--- src/rtl/fifo_pkg.sv ---
// Shared constants, FSM state type and width helper for the read-side packer.
package fifo_pkg;

    localparam int unsigned DEFAULT_DATA_WIDTH = 4;
    localparam int unsigned DEFAULT_PACK       = 4;

    typedef enum logic [1:0] {
        FILL     = 2'd0,
        FLUSHING = 2'd1,
        STALL    = 2'd2
    } state_e;

    // Width needed to count 0..pack entries inclusive.
    function automatic int unsigned cnt_width(input int unsigned pack);
        return $clog2(pack + 1);
    endfunction

endpackage

--- src/rtl/fifo_nibble_packer_if.sv ---
// FIFO read side, flush request and packed-word output bundle.
interface fifo_nibble_packer_if
    import fifo_pkg::*;
#(
    parameter int unsigned DATA_WIDTH = DEFAULT_DATA_WIDTH,
    parameter int unsigned PACK       = DEFAULT_PACK
);

    localparam int unsigned CNT_W  = cnt_width(PACK);
    localparam int unsigned WORD_W = DATA_WIDTH * PACK;

    logic [DATA_WIDTH-1:0] FIFO_DATA;
    logic                  FIFO_EMPTY;
    logic                  FIFO_R_EN;
    logic                  FLUSH;
    logic [WORD_W-1:0]     OUT_DATA;
    logic [CNT_W-1:0]      OUT_NIBBLES;
    logic                  OUT_VALID;
    logic                  OUT_READY;
    logic                  BUSY;

    // Packer side.
    modport master (
        input  FIFO_DATA,
        input  FIFO_EMPTY,
        input  FLUSH,
        input  OUT_READY,
        output FIFO_R_EN,
        output OUT_DATA,
        output OUT_NIBBLES,
        output OUT_VALID,
        output BUSY
    );

    // FIFO / downstream side.
    modport slave (
        output FIFO_DATA,
        output FIFO_EMPTY,
        output FLUSH,
        output OUT_READY,
        input  FIFO_R_EN,
        input  OUT_DATA,
        input  OUT_NIBBLES,
        input  OUT_VALID,
        input  BUSY
    );

endinterface

--- src/rtl/pack_out_slot.sv ---
// Single output register with valid/ready hold; a load may coincide with an accept.
module pack_out_slot #(
    parameter int unsigned WORD_W = 16,
    parameter int unsigned CNT_W  = 3
) (
    input  logic              i_clk,
    input  logic              i_rst_n,
    input  logic              i_load,
    input  logic [WORD_W-1:0] i_data,
    input  logic [CNT_W-1:0]  i_cnt,
    input  logic              i_ready,
    output logic [WORD_W-1:0] o_data,
    output logic [CNT_W-1:0]  o_cnt,
    output logic              o_valid,
    output logic              o_free_c
);

    logic [WORD_W-1:0] r_data;
    logic [CNT_W-1:0]  r_cnt;
    logic              r_valid;

    // Slot may take a new word when empty or when the current one leaves this cycle.
    assign o_free_c = !r_valid || i_ready;

    // Load replaces the held word without a bubble; accept alone empties the slot.
    always_ff @(posedge i_clk) begin
        if (!i_rst_n) begin
            r_data  <= '0;
            r_cnt   <= '0;
            r_valid <= 1'b0;
        end else if (i_load) begin
            r_data  <= i_data;
            r_cnt   <= i_cnt;
            r_valid <= 1'b1;
        end else if (i_ready) begin
            r_valid <= 1'b0;
        end
    end

    assign o_data  = r_data;
    assign o_cnt   = r_cnt;
    assign o_valid = r_valid;

endmodule

--- src/rtl/fifo_nibble_packer.sv ---
// Drains asyn_fifo entries and packs PACK of them (first entry in LSBs) into one word.
module fifo_nibble_packer
    import fifo_pkg::*;
#(
    parameter int unsigned DATA_WIDTH = DEFAULT_DATA_WIDTH,
    parameter int unsigned PACK       = DEFAULT_PACK
) (
    input  logic                 R_CLK,
    input  logic                 RST_N,
    fifo_nibble_packer_if.master bus
);

    localparam int unsigned CNT_W  = cnt_width(PACK);
    localparam int unsigned WORD_W = DATA_WIDTH * PACK;
    localparam logic [CNT_W-1:0] PACK_CNT = CNT_W'(PACK);

    if (PACK < 2) begin : g_bad_pack
        $error("fifo_nibble_packer: PACK must be at least 2");
    end

    state_e              r_state;
    state_e              w_state_nxt;
    logic [CNT_W-1:0]    r_issue_cnt;
    logic [CNT_W-1:0]    r_recv_cnt;
    logic [WORD_W-1:0]   r_asm;
    logic                r_flush_pending;

    logic                w_rd_en;
    logic                w_flush_drop;
    logic                w_in_flight;
    logic                w_landed;
    logic                w_complete;
    logic                w_flush_ready;
    logic                w_slot_free;
    logic                w_transfer;
    logic [WORD_W-1:0]   w_out_data;
    logic [CNT_W-1:0]    w_out_cnt;
    logic                w_out_valid;

    // At most one read is ever outstanding, so a count difference means data lands this cycle.
    assign w_in_flight   = (r_issue_cnt != r_recv_cnt);
    assign w_landed      = !w_in_flight;
    assign w_complete    = (r_recv_cnt == PACK_CNT);
    assign w_flush_ready = r_flush_pending && w_landed && (r_recv_cnt != '0);
    assign w_transfer    = (w_complete || w_flush_ready) && w_slot_free;

    // State register.
    always_ff @(posedge R_CLK) begin
        if (!RST_N) begin
            r_state <= FILL;
        end else begin
            r_state <= w_state_nxt;
        end
    end

    // Next-state selection.
    always_comb begin
        w_state_nxt = r_state;
        case (r_state)
            FILL: begin
                if (w_transfer) begin
                    w_state_nxt = FILL;
                end else if (bus.FLUSH && !r_flush_pending) begin
                    w_state_nxt = FLUSHING;
                end else if (w_complete) begin
                    w_state_nxt = STALL;
                end
            end
            FLUSHING: begin
                if (w_transfer || w_flush_drop) begin
                    w_state_nxt = FILL;
                end
            end
            STALL: begin
                if (w_transfer) begin
                    w_state_nxt = FILL;
                end
            end
            default: w_state_nxt = FILL;
        endcase
    end

    // State-dependent controls: read issue in FILL, empty-flush cancel in FLUSHING.
    always_comb begin
        w_rd_en      = 1'b0;
        w_flush_drop = 1'b0;
        case (r_state)
            FILL: begin
                w_rd_en = RST_N && !bus.FIFO_EMPTY && (r_issue_cnt < PACK_CNT)
                          && !r_flush_pending;
            end
            FLUSHING: begin
                w_flush_drop = w_landed && (r_recv_cnt == '0);
            end
            default: ;
        endcase
    end

    // Flush request latch; a transfer or an empty flush retires it, repeats are absorbed.
    always_ff @(posedge R_CLK) begin
        if (!RST_N) begin
            r_flush_pending <= 1'b0;
        end else if (w_transfer || w_flush_drop) begin
            r_flush_pending <= 1'b0;
        end else if (bus.FLUSH) begin
            r_flush_pending <= 1'b1;
        end
    end

    // Issue/receive counters and assembly register; cleared when the word moves out.
    always_ff @(posedge R_CLK) begin
        if (!RST_N) begin
            r_issue_cnt <= '0;
            r_recv_cnt  <= '0;
            r_asm       <= '0;
        end else if (w_transfer) begin
            r_issue_cnt <= '0;
            r_recv_cnt  <= '0;
            r_asm       <= '0;
        end else begin
            if (w_rd_en) begin
                r_issue_cnt <= r_issue_cnt + CNT_W'(1);
            end
            if (w_in_flight) begin
                for (int unsigned k = 0; k < PACK; k++) begin
                    if (r_recv_cnt == CNT_W'(k)) begin
                        r_asm[k*DATA_WIDTH +: DATA_WIDTH] <= bus.FIFO_DATA;
                    end
                end
                r_recv_cnt <= r_recv_cnt + CNT_W'(1);
            end
        end
    end

    pack_out_slot #(
        .WORD_W (WORD_W),
        .CNT_W  (CNT_W)
    ) u_slot (
        .i_clk    (R_CLK),
        .i_rst_n  (RST_N),
        .i_load   (w_transfer),
        .i_data   (r_asm),
        .i_cnt    (r_recv_cnt),
        .i_ready  (bus.OUT_READY),
        .o_data   (w_out_data),
        .o_cnt    (w_out_cnt),
        .o_valid  (w_out_valid),
        .o_free_c (w_slot_free)
    );

    assign bus.FIFO_R_EN   = w_rd_en;
    assign bus.OUT_DATA    = w_out_data;
    assign bus.OUT_NIBBLES = w_out_cnt;
    assign bus.OUT_VALID   = w_out_valid;
    assign bus.BUSY        = (r_recv_cnt != '0) || (r_issue_cnt != '0) || r_flush_pending;

endmodule
--- src/flat_wrapper.sv ---
// flat-port wrapper written by rule: the top's interface ports become plain ports
module fifo_nibble_packer_flat import fifo_pkg::*;
#(
    parameter int unsigned DATA_WIDTH = DEFAULT_DATA_WIDTH,
    parameter int unsigned PACK       = DEFAULT_PACK
)
  (R_CLK, RST_N, bus_FIFO_DATA, bus_FIFO_EMPTY, bus_FLUSH, bus_OUT_READY, bus_FIFO_R_EN, bus_OUT_DATA, bus_OUT_NIBBLES, bus_OUT_VALID, bus_BUSY);
  fifo_nibble_packer_if #(.DATA_WIDTH(DATA_WIDTH), .PACK(PACK)) bus_i ();
  input  logic R_CLK;
  input  logic RST_N;
  input wire logic [$bits(bus_i.FIFO_DATA)-1:0] bus_FIFO_DATA;
  input wire logic [$bits(bus_i.FIFO_EMPTY)-1:0] bus_FIFO_EMPTY;
  input wire logic [$bits(bus_i.FLUSH)-1:0] bus_FLUSH;
  input wire logic [$bits(bus_i.OUT_READY)-1:0] bus_OUT_READY;
  output wire logic [$bits(bus_i.FIFO_R_EN)-1:0] bus_FIFO_R_EN;
  output wire logic [$bits(bus_i.OUT_DATA)-1:0] bus_OUT_DATA;
  output wire logic [$bits(bus_i.OUT_NIBBLES)-1:0] bus_OUT_NIBBLES;
  output wire logic [$bits(bus_i.OUT_VALID)-1:0] bus_OUT_VALID;
  output wire logic [$bits(bus_i.BUSY)-1:0] bus_BUSY;
  assign bus_i.FIFO_DATA = bus_FIFO_DATA;
  assign bus_i.FIFO_EMPTY = bus_FIFO_EMPTY;
  assign bus_i.FLUSH = bus_FLUSH;
  assign bus_i.OUT_READY = bus_OUT_READY;
  assign bus_FIFO_R_EN = bus_i.FIFO_R_EN;
  assign bus_OUT_DATA = bus_i.OUT_DATA;
  assign bus_OUT_NIBBLES = bus_i.OUT_NIBBLES;
  assign bus_OUT_VALID = bus_i.OUT_VALID;
  assign bus_BUSY = bus_i.BUSY;
  fifo_nibble_packer #(.DATA_WIDTH(DATA_WIDTH), .PACK(PACK)) u_core (.R_CLK(R_CLK), .RST_N(RST_N), .bus(bus_i));
endmodule
--- config.mk ---
export PLATFORM = sky130hd
export DESIGN_NAME = fifo_nibble_packer_flat
export DESIGN_NICKNAME = d
export VERILOG_FILES = /design/src/rtl/fifo_pkg.sv /design/src/rtl/fifo_nibble_packer_if.sv /design/src/rtl/pack_out_slot.sv /design/src/rtl/fifo_nibble_packer.sv /design/src/flat_wrapper.sv
export SDC_FILE = /design/constraint.sdc
export NUM_CORES = 1
export LEC_CHECK = 0
export CORE_MARGIN = 5
export CORE_UTILIZATION = 52
export DETAILED_ROUTE_END_ITERATION = 6
export MAX_ROUTING_LAYER = met4
export PLACE_DENSITY = 0.78
export RECOVER_POWER = 100
export SETUP_SLACK_MARGIN = 0.02
export SLEW_MARGIN = 0
export SYNTH_ARGS = -nofsm -noshare
export SYNTH_HDL_FRONTEND = slang
export SYNTH_SLANG_ARGS = --single-unit
--- constraint.sdc ---
create_clock -name R_CLK -period 1.9 [get_ports R_CLK]
set_input_delay 0.19 -clock R_CLK [delete_from_list [all_inputs] [get_ports R_CLK]]
set_output_delay 0.19 -clock R_CLK [all_outputs]
set_load 0.1 [all_outputs]
After elaboration in Yosys (flattened, before gate mapping)
Index checks and enable logic that the tools add are counted.

Bits in registers: 45. ROM bits: 0. Input bits: 9. Memories kept: 0. Logic and storage cells: 64. Output and inout bits: 22. Latch bits: 0. Bits in writable memories: 0.

Bitwise gates (word level): 1. Shift-type cells: 0. Multiplexer cells: 10. Multipliers: 0. Reductions and logical operators: 29. Add/subtract/negate cells: 2. Div/mod/pow operators: 0. Magnitude comparators: 1. Equal/unequal tests: 10.

Operators by type and width (count): two-way mux 2 bit (5); logical AND 1 bit (8); AND reduction 2 bit (4); adder 3 x 1 -> 3 bit, second input constant (2); equality test 3 x 2 -> 1 bit, second input constant (2); one-hot mux 2 bit (3 select lines) (1); nonzero test 3 bit (2); logical OR 1 bit (5); logical NOT 1 bit (4); two-way mux 1 bit (4); inequality test 2 x 1 -> 1 bit, second input constant (2); inequality test 4 x 1 -> 1 bit, second input constant (1); OR reduction 2 bit (2); equality test 3 x 1 -> 1 bit, second input constant (1); equality test 3 bit, second input constant (1); logical NOT 3 bit (1); less-than comparator 3 bit, second input constant (1); inequality test 3 bit (1); AND reduction 3 bit (1); equality test 2 x 1 -> 1 bit, second input constant (1); equality test 2 bit, second input constant (1); logical NOT 2 bit (1); nonzero test 2 bit (1); NOT 1 bit (1).

Logic depth before layout (Yosys ltp)
Gate-level depths: netlist of the first run.

Word-level depth: 9. Mapped depth: 7. Mapped depth without buffers: 6.

Modules after synthesis
From an unflattened synthesis of the first run, not the netlist that was laid out.

Cell total of the unflattened synthesis: 185. Area total of the unflattened synthesis: 1948.1 µm².

By module, submodules not included: fifo_nibble_packer (sequential area each 500.5 µm², area each 1191.1 µm², times used 1, cells an instance 120); pack_out_slot (sequential area each 400.4 µm², area each 757.0 µm², times used 1, cells an instance 65).

Worst setup path before layout of the first run
OpenSTA, ideal clock, no wires.

Kind: register to register. Start point: register u_core.r_state[0]. End point: register u_core.r_issue_cnt[1]. Data arrival time: 2700 ps. Library setup time: 117 ps. Path buffers: 0. Required time: 1783 ps. Stages on the path, launching flop included: 5. Period minus slack after synthesis: 2817 ps. Slack: -917 ps. Cell sequence: dfxtp_1 -> nand2b_1 -> nor4b_2 -> mux2i_1 -> nor2_1.

Cells in the longest elaborated chain, start to end: 2.

Ends and longest elaborated chain: from (decl) (RTL line fifo_nibble_packer.sv:21) `state_e r_state;`; from (signal assigned) (RTL line fifo_nibble_packer.sv:52) `r_state <= w_state_nxt;`; logical NOT 2 bit (RTL line fifo_nibble_packer.sv:87) `case (r_state)`; two-way mux 1 bit (RTL line fifo_nibble_packer.sv:87); named net bus_FIFO_R_EN (RTL line flat_wrapper.sv:15) `output wire logic [$bits(bus_i.FIFO_R_EN)-1:0] bus_FIFO_R_EN;`; to (signal assigned) (RTL line fifo_nibble_packer.sv:122) `r_issue_cnt <= r_issue_cnt + CNT_W'(1);`; to (decl) (RTL line fifo_nibble_packer.sv:23) `logic [CNT_W-1:0] r_issue_cnt;`.

The timed path passes the listed nets, and every way through them passes these cells. A chain may end at the register's enable or synchronous reset.

Final worst setup path of the first run
Start point: input RST_N. End point: output bus_FIFO_R_EN.

Cells in the longest elaborated chain, start to end: 4.

Ends and longest elaborated chain: from (decl) (RTL line flat_wrapper.sv:10) `input logic RST_N;`; logical AND 1 bit (2 in a row) (RTL line fifo_nibble_packer.sv:89) `w_rd_en = RST_N && !bus.FIFO_EMPTY && (r_issue_cnt < PACK_CNT)`; logical AND 1 bit (RTL line fifo_nibble_packer.sv:90) `&& !r_flush_pending;`; two-way mux 1 bit (RTL line fifo_nibble_packer.sv:87); to (decl) (RTL line flat_wrapper.sv:15).

No other way between the ends.

==> results of run 1 <==
synthesized netlist by cell type (all sizes together) (3+ instances only):
library cell / count
nand2: 43
xor2: 3
inv: 6
buf: 5
a21oi: 7
mux2i: 33
clkbuf: 4
nor2b: 3
dfxtp: 45
xnor2: 4
ha: 7
nand2b: 3
nor2: 21
nand3: 6
routing by layer:
metal  track usage [%]  up-vias  part of all wire (%)
li1                  -      748                     -
met1              20.4      654                    49
met5                 -        -                     0
met3              3.93        5                   5.1
met2              25.0       30                    44
met4              5.64        0                   1.4
metrics by stage:
step                TNS, ps  power, mW
finish                    0       3.35
detailed placement        0       2.73
global placement          0       2.73
CTS                       0       3.45
floorplan              -347       2.34
global route              0       3.54
worst paths after layout:
kind	end	cells after the start	startpoint	slack [ps]
min	u_core.u_slot.o_data[6]	2	u_core.u_slot.o_data[6]	460
max	bus_FIFO_R_EN	4	RST_N	190
max reg2reg	u_core.r_recv_cnt[2]	7	u_core.r_recv_cnt[1]	200
min reg2reg	u_core.u_slot.o_data[6]	2	u_core.u_slot.o_data[6]	460
worst max-delay path, stage by stage:
cell and delay [ps]:
clkdlybuf4s50_1 570, nand2b_4 90, nor4b_4 440, buf_12 230
timing repair:
action / 4_1_cts / 5_1_grt
gates resized for setup: 0 / 1
hold buffers: 0 / 0
setup endpoints to repair: 0 / 39
layout make-up:
| type | count | area, um^2 | area share, % |
|---|---|---|---|
| tap | 48 | 60.1 | 2.55 |
| multi-input combinational | 144 | 997 | 42.4 |
| sequential | 45 | 902 | 38.3 |
| clock buffer | 6 | 72.6 | 3.08 |
| timing repair buffer | 37 | 260 | 11.1 |
| clock inverter | 2 | 38.8 | 1.65 |
| inverter | 6 | 22.5 | 0.957 |
cells by family (layout without fill, tap and decap cells):
logic type               after synthesis  in the layout  share of synthesized area, %
multiplexers                          33             33                          16.9
adder cells (fa/ha/maj)                7              7                          4.49
XOR/XNOR                               7              7                          3.53
buffers and inverters                 15             51                          3.46
AO/OA/AOI/OAI                         18             18                          8.33
flip-flops                            45             45                          46.2
AND/OR/NAND/NOR                       79             79                          17.1
report_power, final:
group          switching [mW]  total, mW  leakage, nW  internal (mW)
sequential             0.0975       1.17        0.364           1.07
clock                   0.319      0.713       0.0554          0.395
combinational           0.939       1.47        0.506          0.531
total                    1.35       3.35        0.926           1.99
placed cells by master (no fill, tap or decap), types with 6 or more instances in the layout:
cell             instances
dfxtp_1                 44
nand2_1                 43
mux2i_1                 33
nor2_1                  20
clkbuf_2                20
clkdlybuf4s50_1          8
a21oi_1                  7
ha_1                     7
inv_1                    6
nand3_1                  6
sequential cells by signal, indices dropped and copies added, names as in the netlist:
register,cells
u_core.u_slot.o_valid,1
u_core.r_flush_pending,1
u_core.r_recv_cnt,3
u_core.u_slot.o_data,16
u_core.u_slot.o_cnt,3
u_core.r_issue_cnt,3
u_core.r_state,2
u_core.r_asm,16
==> results.ini, run 1 <==
[outcome]
outcome=completed

[layout]
utilization_pct=64.3
design_area_um2=2350
layout.cells.non_filler=288
layout-drive-gt1-share_pct=18.8
num_antenna_cells=0
syn_to_final_growth_pct=20.6
num-nets-final=255
fillers=318

[timing]
hold_viol=0
fin_crit_sh_pct=89.9
drv_slew=0
setup_viol=0
rsz0062_at_grt=false
min_period_ps=1710
whs_ps=456
relSlewSlack_pct=63.3
fmaxAchievable_mhz=585
clock_skew_ps=6.64
setup_ws_ps=192
tightestPinTransition_ps=547

[place]
post_dp_cell_area_um2=2310
numPlacedInstances=280
port-buffer-count=30
place_hpwl_um=2600
place_congestion=0.859
dp_slack_ps=131

[clock_network]
numCtsBuffers=5
clk_pin_slew_ps=80
postCtsSetupBuffers=0
cts_sinks=45
clk_path_buf_depth=2
clk_latency_ps=300
cts_tree=built
htreeDepth=2
root_buffer=clkbuf_8

[worst_setup_path]
endpoint_kind=primary output
cp-start-kind=input port
critPathKind=input port to primary output
critPathRequiredTime_ps=1710
crit_fanout=4
critPathArrivalTime_ps=1520

[detailed_routing]
routed_via_density=4.99
drc_errors=0
wl_per_cell_um=12.5
drt-total-wl_um=3610
ant_nets=0
drtPass1Iterations=4
vias=1437
drtIter0Drc=51

[floorplanning]
fp.dieH_um=71.3
die_width_um=71.3
ios=31
core_area_um2=3660
dieArea_um2=5080
initial_core_util_pct=53.3
fp-row-count=22

[power]
p_per_area_nw_per_um2=1420
irDropWorstVdd_mv=0.864
p_leak_nw=0.926

[grt]
grt_usage_pct=16.1
overflow=0
grt_pass1_wl_um=6300
antenna_found_initial=0
grt_max_degree=40
grt_pass1_vias=1370

[yosys]
synth_warnings=0
synth_area_um2=1950
synth_seq_area_share_pct=46.2
ys_ff_latch=45
synthDistinctLibCells=30
avgSynthCellArea_um2=9.57
postSynthCellCount=204
syn_nets=220
yosys.area.top_type_share_pct=46.2
synth_area_leaders=dfxtp_1, mux2i_1, nand2_1, ha_1, nor2_1
synth_top_area_cell=dfxtp_1
synth_flop_cell=dfxtp_1
synth_edf_count=0
async_flop_share_pct=0

[flow_run]
maxCapViolCount=0

[hold_path]
worstHoldPathType=register to register

(Power assumes the default switching activity.)
==> inputs of run 2 (changes only) <==
Settings changed: CTS_CLUSTER_SIZE from default to 8, REMOVE_ABC_BUFFERS from default to 1.
==> run 2 against run 1 <==
Against the previous run: first-iteration DRC count is 78% higher; setup slack worse by 26 ps; clock power hardly changed; largest power group unchanged; global-route usage is 1.2 points higher; via count is 3.3% higher; critical path type is now register to register; non-clock buffer count is 3 higher; cell count is 1.0% higher; register-to-register slack worse by 30 ps.
==> results.ini, run 2 (same netlist as run 1, synthesis figures left out) <==
[outcome]
outcome=completed  ; unchanged

[floorplanning]
core_area_um2=3660  ; unchanged
fp-row-count=22  ; unchanged
initial_core_util_pct=53.3  ; unchanged
dieArea_um2=5080  ; unchanged
ios=31  ; unchanged
die_width_um=71.3  ; unchanged
fp.dieH_um=71.3  ; unchanged

[clock_network]
htreeDepth=2  ; unchanged
cts_tree=built  ; unchanged
clk_latency_ps=300  ; about the same
cts_resized=0  ; unchanged
hold_buffers=0  ; unchanged
clk_pin_slew_ps=80  ; about the same
clk_path_buf_depth=2  ; unchanged
cts_sinks=45  ; unchanged
root_buffer=clkbuf_8  ; unchanged
numCtsBuffers=5  ; unchanged
postCtsSetupBuffers=0  ; unchanged

[place]
place_hpwl_um=2830  ; was 2600 um
place_congestion=0.888  ; was 0.859
port-buffer-count=30  ; unchanged
numPlacedInstances=283  ; was 280
dp_slack_ps=199  ; was 131 ps
post_dp_cell_area_um2=2310  ; about the same

[worst_setup_path]
endpoint_kind=register  ; was primary output
critPathArrivalTime_ps=1960  ; was 1520 ps
critPathKind=register to register  ; was input port to primary output
rr_startpoint=u_core.r_recv_cnt[0]  ; was u_core.r_recv_cnt[1]
reg2reg_to=u_core.u_slot.o_data[15]  ; was u_core.r_recv_cnt[2]
rrSetupSlack_ps=170  ; was 200 ps
cp-start-kind=register  ; was input port
critPathRequiredTime_ps=2120  ; was 1710 ps
crit_fanout=9  ; was 4
rr_worst_depth=7  ; unchanged

[timing]
setup_ws_ps=166  ; was 192 ps
fin_crit_sh_pct=91.3  ; was 89.9%
relSlewSlack_pct=64.0  ; was 63.3%
min_period_ps=1730  ; was 1710 ps
drv_slew=0  ; unchanged
clock_skew_ps=6.77  ; was 6.64 ps
rsz0062_at_grt=false  ; unchanged
setup_viol=0  ; unchanged
whs_ps=459  ; was 456 ps
fmaxAchievable_mhz=577  ; was 585 MHz
tightestPinTransition_ps=535  ; was 547 ps
hold_viol=0  ; unchanged

[layout]
num-nets-final=258  ; was 255
final_cell_mix=dfxtp_1, nand2_1, mux2i_1  ; unchanged
num_antenna_cells=0  ; unchanged
fillers=335  ; was 318
layout-drive-gt1-share_pct=19.3  ; was 18.8%
syn_to_final_growth_pct=20.7  ; was 20.6%
final_common_cell=dfxtp_1  ; unchanged
design_area_um2=2360  ; was 2350 um^2
layout.cells.non_filler=291  ; was 288

[detailed_routing]
routed_via_density=5.10  ; was 4.99
drc_errors=0  ; unchanged
drt-total-wl_um=3780  ; was 3610 um
vias=1484  ; was 1,437
drtIter0Drc=91  ; was 51
wl_per_cell_um=13.0  ; was 12.5 um
ant_nets=0  ; unchanged
drtPass1Iterations=5  ; was 4

[power]
netSwitchingPower_mw=1.37  ; was 1.35 mW
intPower_mw=1.98  ; was 1.99 mW
pwr-share-clk_pct=21.3  ; about the same
total_power_mw=3.35  ; about the same
swShare_pct=40.9  ; was 40.5%
irDropWorstVdd_mv=0.737  ; was 0.864 mV
p_seq_share_pct=34.8  ; about the same
p_comb_share_pct=43.9  ; about the same
p_per_area_nw_per_um2=1420  ; about the same
p_leak_nw=0.931  ; was 0.926 nW

[grt]
grt_pass1_wl_um=6670  ; was 6300 um
antenna_found_initial=0  ; unchanged
overflow=0  ; unchanged
grt_pass1_vias=1492  ; was 1,370
grt_usage_pct=17.3  ; was 16.1%
grt_max_degree=40  ; unchanged

[flow_run]
maxCapViolCount=0  ; unchanged

[hold_path]
hold_path_depth=2  ; unchanged
min-delay-start=u_core.u_slot.o_cnt[1]  ; was u_core.u_slot.o_data[6]
hold_path_end=u_core.u_slot.o_cnt[1]  ; was u_core.u_slot.o_data[6]
worstHoldPathType=register to register  ; unchanged

run 2: area by class of cell:
type	count	area (um^2)	share of cell area, %
Sequential cell	45	901	38.2
Tap cell	48	60.1	2.55
Multi-Input combinational cell	144	986	41.8
Clock inverter	2	38.8	1.65
Clock buffer	6	72.6	3.08
Inverter	6	22.5	0.956
Timing Repair Buffer	40	275	11.7
run 2: stage by stage:
stage	setup TNS, ps	util [%]
5_1_grt	0	64.4
3_3_place_gp	0	63.2
6_report	0	64.4
3_5_place_dp	0	63.2
4_1_cts	0	66.3
2_1_floorplan	-16430	-
run 2: power groups by stage:
stage	clock (mW)	sequential, mW	combinational (mW)
2_1_floorplan	0	1.34	0.947
3_3_place_gp	0	1.18	1.55
3_5_place_dp	0	1.19	1.56
4_1_cts	0.734	1.17	1.56
5_1_grt	0.769	1.19	1.59
6_report	0.714	1.16	1.47
run 2: critical path, cell delays in order, from the launching register on:
cell      delay, ps
dfxtp_1         340
inv_1            80
ha_1            220
nor2b_1         140
a41oi_2         190
nor2_2          140
clkbuf_2        310
mux2i_1         230
run 2: per-layer routing:
metal  global-route usage [%]  up-vias  wire length [um]
li1                         -      760                 -
met1                     20.4      684              1770
met2                     26.5       30              1740
met3                     4.63       10               163
met4                     9.60        0               104
met5                        -        -                 0
run 2: worst max path at each step:
stage	slack [ps]	start	cells after the start	endpoint
6_report	170	u_core.r_recv_cnt[0]	7	u_core.u_slot.o_data[15]
5_1_grt	20	u_core.r_recv_cnt[0]	7	u_core.u_slot.o_data[13]
4_1_cts	150	u_core.r_recv_cnt[0]	5	bus_BUSY
3_5_place_dp	200	RST_N	4	u_core.r_state[0]
3_3_place_gp	240	u_core.r_recv_cnt[2]	5	u_core.r_flush_pending
2_1_floorplan	-950	u_core.r_state[0]	4	u_core.r_issue_cnt[1]
